File: config.mk
export PLATFORM = sky130hd
export DESIGN_NAME = vga_timing_gen
export DESIGN_NICKNAME = d
export VERILOG_FILES = /design/src/rtl/vga_timing_gen.sv
export SDC_FILE = /design/constraint.sdc
export NUM_CORES = 1
export LEC_CHECK = 0
export CAP_MARGIN = 20
export CORE_ASPECT_RATIO = 0.9
export CORE_MARGIN = 10
export CORE_UTILIZATION = 35
export CTS_CLUSTER_SIZE = 24
export DETAILED_ROUTE_END_ITERATION = 8
export PLACE_DENSITY = 0.61
export SLEW_MARGIN = 30
export SYNTH_ARGS = -nofsm -noshare
export SYNTH_HDL_FRONTEND = slang
export SYNTH_SLANG_ARGS = --single-unit
File: constraint.sdc
create_clock -name vga_clk -period 3.5 [get_ports vga_clk]
set_input_delay 0.7 -clock vga_clk [delete_from_list [all_inputs] [get_ports vga_clk]]
set_output_delay 0.7 -clock vga_clk [all_outputs]
set_load 0.02 [all_outputs]
File: src/rtl/vga_timing_gen.sv
// vga_timing_gen
// Raster timing for the VGA display path. DrawX/DrawY come straight from the
// pixel/line counters. Every other output is registered from the counters'
// next values, so all outputs describe the same pixel on every cycle with
// no decode logic between the flops and the ports.
module vga_timing_gen #(
    parameter int H_VISIBLE = 640,
    parameter int H_FRONT   = 16,
    parameter int H_SYNC    = 96,
    parameter int H_BACK    = 48,
    parameter int V_VISIBLE = 480,
    parameter int V_FRONT   = 10,
    parameter int V_SYNC    = 2,
    parameter int V_BACK    = 33
) (
    input  logic        vga_clk,
    input  logic        reset_n,
    output logic [9:0]  DrawX,
    output logic [9:0]  DrawY,
    output logic        blank,
    output logic        hs,
    output logic        vs,
    output logic        vblank,
    output logic        frame_tick,
    output logic [15:0] frame_count
);

    localparam int H_TOTAL = H_VISIBLE + H_FRONT + H_SYNC + H_BACK;
    localparam int V_TOTAL = V_VISIBLE + V_FRONT + V_SYNC + V_BACK;

    // The counters are 10 bits wide; larger rasters cannot be represented.
    generate
        if (H_TOTAL > 1024 || V_TOTAL > 1024) begin : g_size_check
            $error("vga_timing_gen: H_TOTAL and V_TOTAL must both be <= 1024");
        end
    endgenerate

    localparam logic [9:0] H_LAST = 10'(H_TOTAL - 1);
    localparam logic [9:0] V_LAST = 10'(V_TOTAL - 1);

    // Decode thresholds are 11 bits: a sync end can land exactly on 1024.
    localparam logic [10:0] H_VIS_END = 11'(H_VISIBLE);
    localparam logic [10:0] HS_START  = 11'(H_VISIBLE + H_FRONT);
    localparam logic [10:0] HS_END    = 11'(H_VISIBLE + H_FRONT + H_SYNC);
    localparam logic [10:0] V_VIS_END = 11'(V_VISIBLE);
    localparam logic [10:0] VS_START  = 11'(V_VISIBLE + V_FRONT);
    localparam logic [10:0] VS_END    = 11'(V_VISIBLE + V_FRONT + V_SYNC);

    logic [9:0]  hc;
    logic [9:0]  vc;
    logic [9:0]  hc_nxt;
    logic [9:0]  vc_nxt;
    logic        h_wrap;
    logic        v_wrap;
    logic [10:0] hx_nxt;
    logic [10:0] vy_nxt;
    logic        hs_nxt;
    logic        vs_nxt;
    logic        blank_nxt;
    logic        vblank_nxt;
    logic        tick_nxt;

    // Next raster position: pixel counter wraps each line, line counter
    // advances (and wraps) only on the pixel counter's wrap edge.
    always_comb begin
        h_wrap = (hc == H_LAST);
        v_wrap = (vc == V_LAST);
        hc_nxt = h_wrap ? 10'd0 : hc + 10'd1;
        vc_nxt = vc;
        if (h_wrap) begin
            vc_nxt = v_wrap ? 10'd0 : vc + 10'd1;
        end
    end

    // Output decodes evaluated on the position the counters move to next.
    always_comb begin
        hx_nxt     = {1'b0, hc_nxt};
        vy_nxt     = {1'b0, vc_nxt};
        hs_nxt     = !((hx_nxt >= HS_START) && (hx_nxt < HS_END));
        vs_nxt     = !((vy_nxt >= VS_START) && (vy_nxt < VS_END));
        blank_nxt  = (hx_nxt < H_VIS_END) && (vy_nxt < V_VIS_END);
        vblank_nxt = (vy_nxt >= V_VIS_END);
        tick_nxt   = (hc_nxt == 10'd0) && (vy_nxt == V_VIS_END);
    end

    // Pixel and line counters.
    always_ff @(posedge vga_clk or negedge reset_n) begin
        if (!reset_n) begin
            hc <= 10'd0;
            vc <= 10'd0;
        end else begin
            hc <= hc_nxt;
            vc <= vc_nxt;
        end
    end

    // Registered sync/blanking flags; reset values describe pixel (0,0).
    always_ff @(posedge vga_clk or negedge reset_n) begin
        if (!reset_n) begin
            hs         <= 1'b1;
            vs         <= 1'b1;
            blank      <= 1'b1;
            vblank     <= 1'b0;
            frame_tick <= 1'b0;
        end else begin
            hs         <= hs_nxt;
            vs         <= vs_nxt;
            blank      <= blank_nxt;
            vblank     <= vblank_nxt;
            frame_tick <= tick_nxt;
        end
    end

    // Frame counter steps on the same edge frame_tick rises; wraps at 16 bits.
    always_ff @(posedge vga_clk or negedge reset_n) begin
        if (!reset_n) begin
            frame_count <= 16'd0;
        end else if (tick_nxt) begin
            frame_count <= frame_count + 16'd1;
        end
    end

    assign DrawX = hc;
    assign DrawY = vc;

endmodule

-- Yosys cells after proc, flatten, opt, wreduce, memory -nomap -nowiden
Index checks and enable logic that the tools add are counted.
- flip-flop bits (word level): 41
- logic and storage cells: 31
- add/sub/neg operators: 3
- magnitude comparators: 7
- equality and inequality tests: 3
- multiplexer cells: 3
- reductions and logical operators: 7
- operators by type and width (kind ; number):
    $mux W10 ; 3
    $add A10 B1 Y10 const B ; 2
    $eq A10 B10 Y1 const B ; 2
    $ge A10 B9 Y1 const B ; 2
    $lt A10 B10 Y1 const B ; 2
    $lt A10 B9 Y1 const B ; 2
    $add A16 B1 Y16 const B ; 1
    $eq A10 B9 Y1 const B ; 1
    $ge A10 B10 Y1 const B ; 1
    $logic_not A10 Y1 ; 1
    $logic_and A1 B1 Y1 ; 4
    $logic_not A1 Y1 ; 2

-- Logic depth before layout (Yosys ltp)
Gate-level depths: netlist (run 1).
- word-level depth: 6
- mapped depth: 11
- gate-level depth less buffers: 9

-- Worst setup path before layout (run 1)
OpenSTA, ideal clock, no wires.
- kind: flip-flop to flip-flop
- start: reg hc[7], in the netlist DrawX[7]
- end: reg frame_count[1]
- arrival: 2.945 ns
- required time: 3.372 ns
- setup slack: 0.427 ns
- stages on the path, launching flop included: 8
- cell sequence: dfrtp_1 or4b_4 nor4_2 mux2_2 a211o_1 or2_4 a2111oi_4 mux2_1
- word-level cells in the longest chain between the ends: 4
- elaborated cells between the ends (all ways): 7
- RTL lines (item ; RTL line ; source):
    start: declaration ; 49 ; logic [9:0] hc;
    start signal: assignment ; 92 ; hc <= hc_nxt;
    $add A10 B1 Y10 or $eq A10 B10 Y1 (tied branches) ; 68, 66 ;
    $mux W10 (on tied branches) ; 68, 70 ;
    $logic_not A10 Y1 or $eq A10 B9 Y1 (tied branches) ; 83 ; tick_nxt = (hc_nxt == 10'd0) && (vy_nxt == V_VIS_END);
    $logic_and A1 B1 Y1 (*) ; 83 ;
    net tick_nxt ; 61 ; logic tick_nxt;
    end signal: assignment ; 119 ; frame_count <= frame_count + 16'd1;
    end: declaration ; 25 ; output logic [15:0] frame_count
Mark *: on every way through the listed nets, which the timed path passes. The rest lies on a longest branch.
A chain may end at the register's enable or synchronous reset.

-- Worst setup path after layout (run 1)
Ends and elaborated chain as after synthesis.

==> impl_metrics.toml, run 1 <==
[sta]
fin_crit_ps = 3140
tns_ps = 0
grt_setup_unrepaired = "no"
worst_clock_skew_ps = 4.62
slew_headroom_pct = 64.5
final_hold_viol_count = 0
setup_viol = 0
report.final.slew_viol_count = 0
fin_crit_sh_pct = 89.6
max_freq_mhz = 319
worstMarginPinSlew_ps = 533
finalWorstSetupSlack_ps = 364

[routing]
vias_per_cell = 5.13
routed-wl-met3_um = 325
wl_per_cell_um = 15.6
finalWirelength_um = 5670
m1WireLength_um = 2720
dr.first_iter.drc_count = 53
top_layer = "met4"
met2_length_um = 2550
drt_pass1_iterations = 4
drtAntennaViolNets = 0
remaining_drc_errors = 0
vias = 1866

[pwr]
power.total_w = 0.000886
p_leak_nw = 1.23
vdd_drop_max_mv = 0.165
powerDensity_mw_per_mm2 = 307

[cts]
post_cts_buffers = 0
postCtsHoldBufs = 0
clkTransAtPathRegs_ps = 80
cts-root-buf = "clkbuf_8"
cts_made_buffers = 5
insertion_delay_ps = 300
cts_resized = 0
cts_num_sinks = 41
clockBufferDepth = 2
cts_tree = "yes"
h-tree-depth = 2

[cells_and_area]
post-route-util_pct = 46.5
diodes = 0
final_nets = 282
syn2layout_area_growth_pct = 27.3
layout-drive-gt1-share_pct = 10.1

[worst_hold_path]
hold_path_class = "input port to asynchronous set/reset pin"

[die]
die_h_um = 96.4
dieArea_mm2 = 0.0101
num_io_pins = 43
die_x_um = 105
start_util_pct = 36.5
core_area_mm2 = 0.00622
core.rowCount = 27

[logic_synthesis]
synth.yosys.seq_area_share_pct = 45.4
syn-instance-count = 237
ys_warn_count = 0
ys_types = 49
synth_seq_cells = 41
syn_nets = 243
synth_area_per_cell_um2 = 9.57
syn_area_mm2 = 0.00227

[grt]
antenna_found_initial = 0
grt_pass1_vias = 1929
grt_overflow_total = 0
grt_pass1_wl_um = 9690
grt_usage_pct = 11.7
grt_start_max_net_pins = 42

[critical_path]
critPathLaunchType = "flip-flop"
rr_worst_depth = 7
critical_path_arrival_ps = 3320
path_class = "flip-flop to flip-flop"
worstSetupEndpointType = "flip-flop"
cp_max_fo = 7
required_ps = 3690

[place]
hpwl_um = 4150
port_buffers = 42
gp_congestion = 0.947
post-place-ws_ps = 396

[run]
max_cap_violations = 0

[status]
status = "finished clean"
==> cell usage in the layout (no fill, tap or decap), drive strengths merged, types with 7 or more instances in the layout <==
master and count:
clkdlybuf4s50 41, dfrtp 38, nor4 11, nor2 15
nand2 17, o21ai 10, inv 8, and3 8
xor2 22, nand3 20, nor3 12, clkbuf 7
==> cell families (layout without fill, tap and decap cells) <==
family | count (synthesis) | count (layout) | share of synthesized area, %
fa+ha+maj | 4 | 4 | 2.21
compound gates | 28 | 28 | 8.72
buf+inv | 23 | 63 | 4.03
mux | 3 | 3 | 1.49
simple gates | 111 | 111 | 27.7
flops | 41 | 41 | 45.4
xor+xnor | 27 | 27 | 10.4
==> worst paths after layout <==
kind / slack [ps] / end / from
worst max-delay path: 360 / frame_count[1]$_DFFE_PN0P_ / DrawX[7]$_DFF_PN0_
worst min-delay path: 380 / DrawX[9]$_DFF_PN0_ / reset_n
worst max register to register: 360 / frame_count[1]$_DFFE_PN0P_ / DrawX[7]$_DFF_PN0_
worst min register to register: 470 / frame_count[15]$_DFFE_PN0P_ / frame_count[15]$_DFFE_PN0P_
max in group asynchronous: 2750 / blank$_DFF_PN1_ / reset_n
min in group vga_clk: 470 / frame_count[15]$_DFFE_PN0P_ / frame_count[15]$_DFFE_PN0P_
==> power by group <==
group	switching, W	internal [W]
combinational	0.00000906	0.000000742
sequential	0	0.000473
clock	0.000170	0.000233
total	0.000179	0.000707
==> synth_stat cells (all sizes together) <==
cell     count  area (µm²)
o21a         1        7.51
a2111oi      1        27.5
and2         3        18.8
a31o         1        8.76
nand4        6        37.5
dfrtp       38         951
nand4b       1        8.76
nor2        15        56.3
nor2b        1        6.26
a211o        2        17.5
o21ai       10        50.0
clkbuf      10        37.5
nor3        12        65.1
a21oi        4        20.0
or4b         2        23.8
xnor2        5        43.8
or2          3        21.3
o31ai        1        7.51
buf          5        23.8
nand2b       2        12.5
a221oi       1        8.76
xor2        22         193
inv          8        30.0
nor4b        3        32.5
a211oi       1        7.51
nor4        11        75.1
nand3       20         105
and3         8        50.1
ha           4        50.1
nand3b       3        22.5
o31a         1        8.76
dfstp        3        78.8
a31oi        2        12.5
and4         1        8.76
o22ai        2        12.5
or3          1        6.26
a2bb2oi      1        8.76
or4          2        15.0
mux2         3        33.8
nand2       17        63.8
==> final cells by class <==
class | instances | area, µm²
clock buffer | 7 | 86.3
sequential | 41 | 1030
fill | 609 | 3330
inverter | 8 | 30.0
multi-input combinational | 173 | 1150
clock inverter | 1 | 30.0
tap | 87 | 109
timing repair buffer | 47 | 455
==> flip-flops by register name, summed over array words and instances, names as in the netlist <==
name	flops
frame_tick	1
vs	1
frame_count	16
DrawY	10
hs	1
blank	1
vblank	1
DrawX	10
==> per-layer routing <==
layer / GRT usage (%) / vias to the layer above
met3: 3.31 / 7
met1: 14.6 / 889
met4: 4.45 / 0
li1: - / 922
met5: 0 / -
met2: 19.1 / 48
==> through the flow <==
step	area, µm²	std cells	hold WS, ps
4_1_cts	2890	364	480
3_3_place_gp	2770	356	462
2_1_floorplan	2270	237	404
3_5_place_dp	2770	356	465
5_1_grt	2890	364	423
6_report	2890	364	378
==> critical path, stage by stage, from the launching register on <==
cell,delay [ps]
dfrtp_1,470
or4b_4,530
nor4_1,370
mux2_2,400
a211o_1,250
or2_4,290
a2111oi_4,370
mux2_1,360
Note: power is estimated with default switching activity, not from simulation.
==> run 2: changes to the inputs <==
--- a/config.mk
+++ b/config.mk
@@ -9,9 +9,11 @@
 export CORE_ASPECT_RATIO = 0.9
 export CORE_MARGIN = 10
 export CORE_UTILIZATION = 35
+export CTS_CLUSTER_DIAMETER = 50
 export CTS_CLUSTER_SIZE = 24
 export DETAILED_ROUTE_END_ITERATION = 8
 export PLACE_DENSITY = 0.61
+export SKIP_CTS_REPAIR_TIMING = 1
 export SLEW_MARGIN = 30
 export SYNTH_ARGS = -nofsm -noshare
 export SYNTH_HDL_FRONTEND = slang
==> results of run 2 <==
Same layout as run 1: the final DEF is identical, and so are final timing and power.
==> run 3: changes to the inputs <==
--- a/config.mk
+++ b/config.mk
@@ -14,7 +14,7 @@
 export DETAILED_ROUTE_END_ITERATION = 8
 export PLACE_DENSITY = 0.61
 export SKIP_CTS_REPAIR_TIMING = 1
-export SLEW_MARGIN = 30
+export SLEW_MARGIN = 20
 export SYNTH_ARGS = -nofsm -noshare
 export SYNTH_HDL_FRONTEND = slang
 export SYNTH_SLANG_ARGS = --single-unit
==> impl_metrics.toml, run 3 (synthesis gave the netlist of run 1 again) <==
[cts]
clkTransAtPathRegs_ps = 80
cts_made_buffers = 5
cts_tree = "yes"
clockBufferDepth = 2
insertion_delay_ps = 300
cts-root-buf = "clkbuf_8"
cts_num_sinks = 41
h-tree-depth = 2

[cells_and_area]
final_common_cell = "clkdlybuf4s50_1"
layout-drive-gt1-share_pct = 10.1
largest_reg_flops = 16
post-route-util_pct = 46.4
layout_common_cells = "clkdlybuf4s50_1 (41), dfrtp_1 (38), xor2_1 (22)"
top_register = "frame_count"
syn2layout_area_growth_pct = 27.2
final_nets = 282
diodes = 0

[routing]
finalWirelength_um = 5670
vias_per_cell = 5.13
remaining_drc_errors = 0
wl_per_cell_um = 15.6
dr.first_iter.drc_count = 53
drt_pass1_iterations = 4
vias = 1866
drtAntennaViolNets = 0

[sta]
tns_ps = 0
grt_setup_unrepaired = "no"
report.final.slew_viol_count = 0
setup_viol = 0
fin_hold_ws_ps = 473
finalWorstSetupSlack_ps = 364
max_freq_mhz = 319
worst_clock_skew_ps = 4.62
worstMarginPinSlew_ps = 931
fin_crit_ps = 3140
slew_headroom_pct = 37.9
fin_crit_sh_pct = 89.6
final_hold_viol_count = 0

[grt]
antenna_found_initial = 0
grt_usage_pct = 11.7
grt_overflow_total = 0
grt_start_max_net_pins = 42
grt_pass1_vias = 1929
grt_pass1_wl_um = 9690

[pwr]
powerDensity_mw_per_mm2 = 307
vdd_drop_max_mv = 0.165
p_leak_nw = 1.22

[die]
start_util_pct = 36.5
core.rowCount = 27
core_area_mm2 = 0.00622
num_io_pins = 43
die_x_um = 105
dieArea_mm2 = 0.0101
die_h_um = 96.4

[critical_path]
cpMaxStageDelayCell = "or4b_4"
critPathLaunchType = "flip-flop"
path_cells = "or4b_4, nor4_1, mux2_2, a211o_1, or2_4, a2111oi_4, mux2_1"
required_ps = 3690
worstSetupEndpointType = "flip-flop"
critical_path_arrival_ps = 3320
critPathMaxStageDelay_ps = 530
cp_max_fo = 7
path_class = "flip-flop to flip-flop"

[run]
max_cap_violations = 0

[status]
status = "finished clean"

[place]
port_buffers = 42
hpwl_um = 4150
post-place-ws_ps = 396
gp_congestion = 0.947

[worst_hold_path]
hold_path_class = "flip-flop to flip-flop"
-- run 3: through the flow --
stage / std cells / total power [W] / area [µm²]
after global placement: 356 / 0.000493 / 2770
after floorplan: 237 / 0.000483 / 2270
after global routing: 364 / 0.000914 / 2890
after detailed placement: 356 / 0.000493 / 2770
after CTS: 364 / 0.000898 / 2890
final: 364 / 0.000886 / 2890
-- run 3: area by class of cell --
| class | count | area (µm²) |
|---|---|---|
| Clock buffer | 7 | 86.3 |
| Tap cell | 87 | 109 |
| Inverter | 8 | 30.0 |
| Sequential cell | 41 | 1030 |
| Fill cell | 610 | 3330 |
| Timing Repair Buffer | 47 | 453 |
| Clock inverter | 1 | 30.0 |
| Multi-Input combinational cell | 173 | 1150 |
-- run 3: per-layer routing --
| metal | part of all wire, % | up-vias | wire length, µm | track usage [%] |
|---|---|---|---|---|
| met5 | 0 | - | 0 | 0 |
| met4 | 1.3 | 0 | 76 | 4.45 |
| met3 | 5.7 | 7 | 325 | 3.31 |
| met2 | 45 | 48 | 2550 | 19.1 |
| met1 | 48 | 889 | 2720 | 14.6 |
| li1 | - | 922 | - | - |
-- run 3: path summary, 6_finish.rpt --
| check | startpoint | slack (ps) | cells after the start | to |
|---|---|---|---|---|
| min in group asynchronous | reset_n | 540 | 1 | DrawX[9]$_DFF_PN0_ |
| worst min-delay path | frame_count[15]$_DFFE_PN0P_ | 470 | 1 | frame_count[15]$_DFFE_PN0P_ |
| worst min register to register | frame_count[15]$_DFFE_PN0P_ | 470 | 1 | frame_count[15]$_DFFE_PN0P_ |
| worst max register to register | DrawX[7]$_DFF_PN0_ | 360 | 7 | frame_count[1]$_DFFE_PN0P_ |
| worst max-delay path | DrawX[7]$_DFF_PN0_ | 360 | 7 | frame_count[1]$_DFFE_PN0P_ |
| max in group asynchronous | reset_n | 2380 | 1 | DrawY[7]$_DFF_PN0_ |
-- run 3: worst max-delay path, delay by kind of cell, from the launching register on --
kind | cells | cell delay [ps]
and+or+nand+nor | 3 | 1190
muxes | 2 | 760
AOI/OAI and AO/OA | 2 | 620
DFF | 1 | 470
-- run 3: where the power goes --
| group | switching, W | internal, W |
|---|---|---|
| Clock | 0.000170 | 0.000233 |
| Sequential | 0 | 0.000473 |
| Combinational | 0.00000907 | 0.000000404 |
| Total | 0.000179 | 0.000706 |
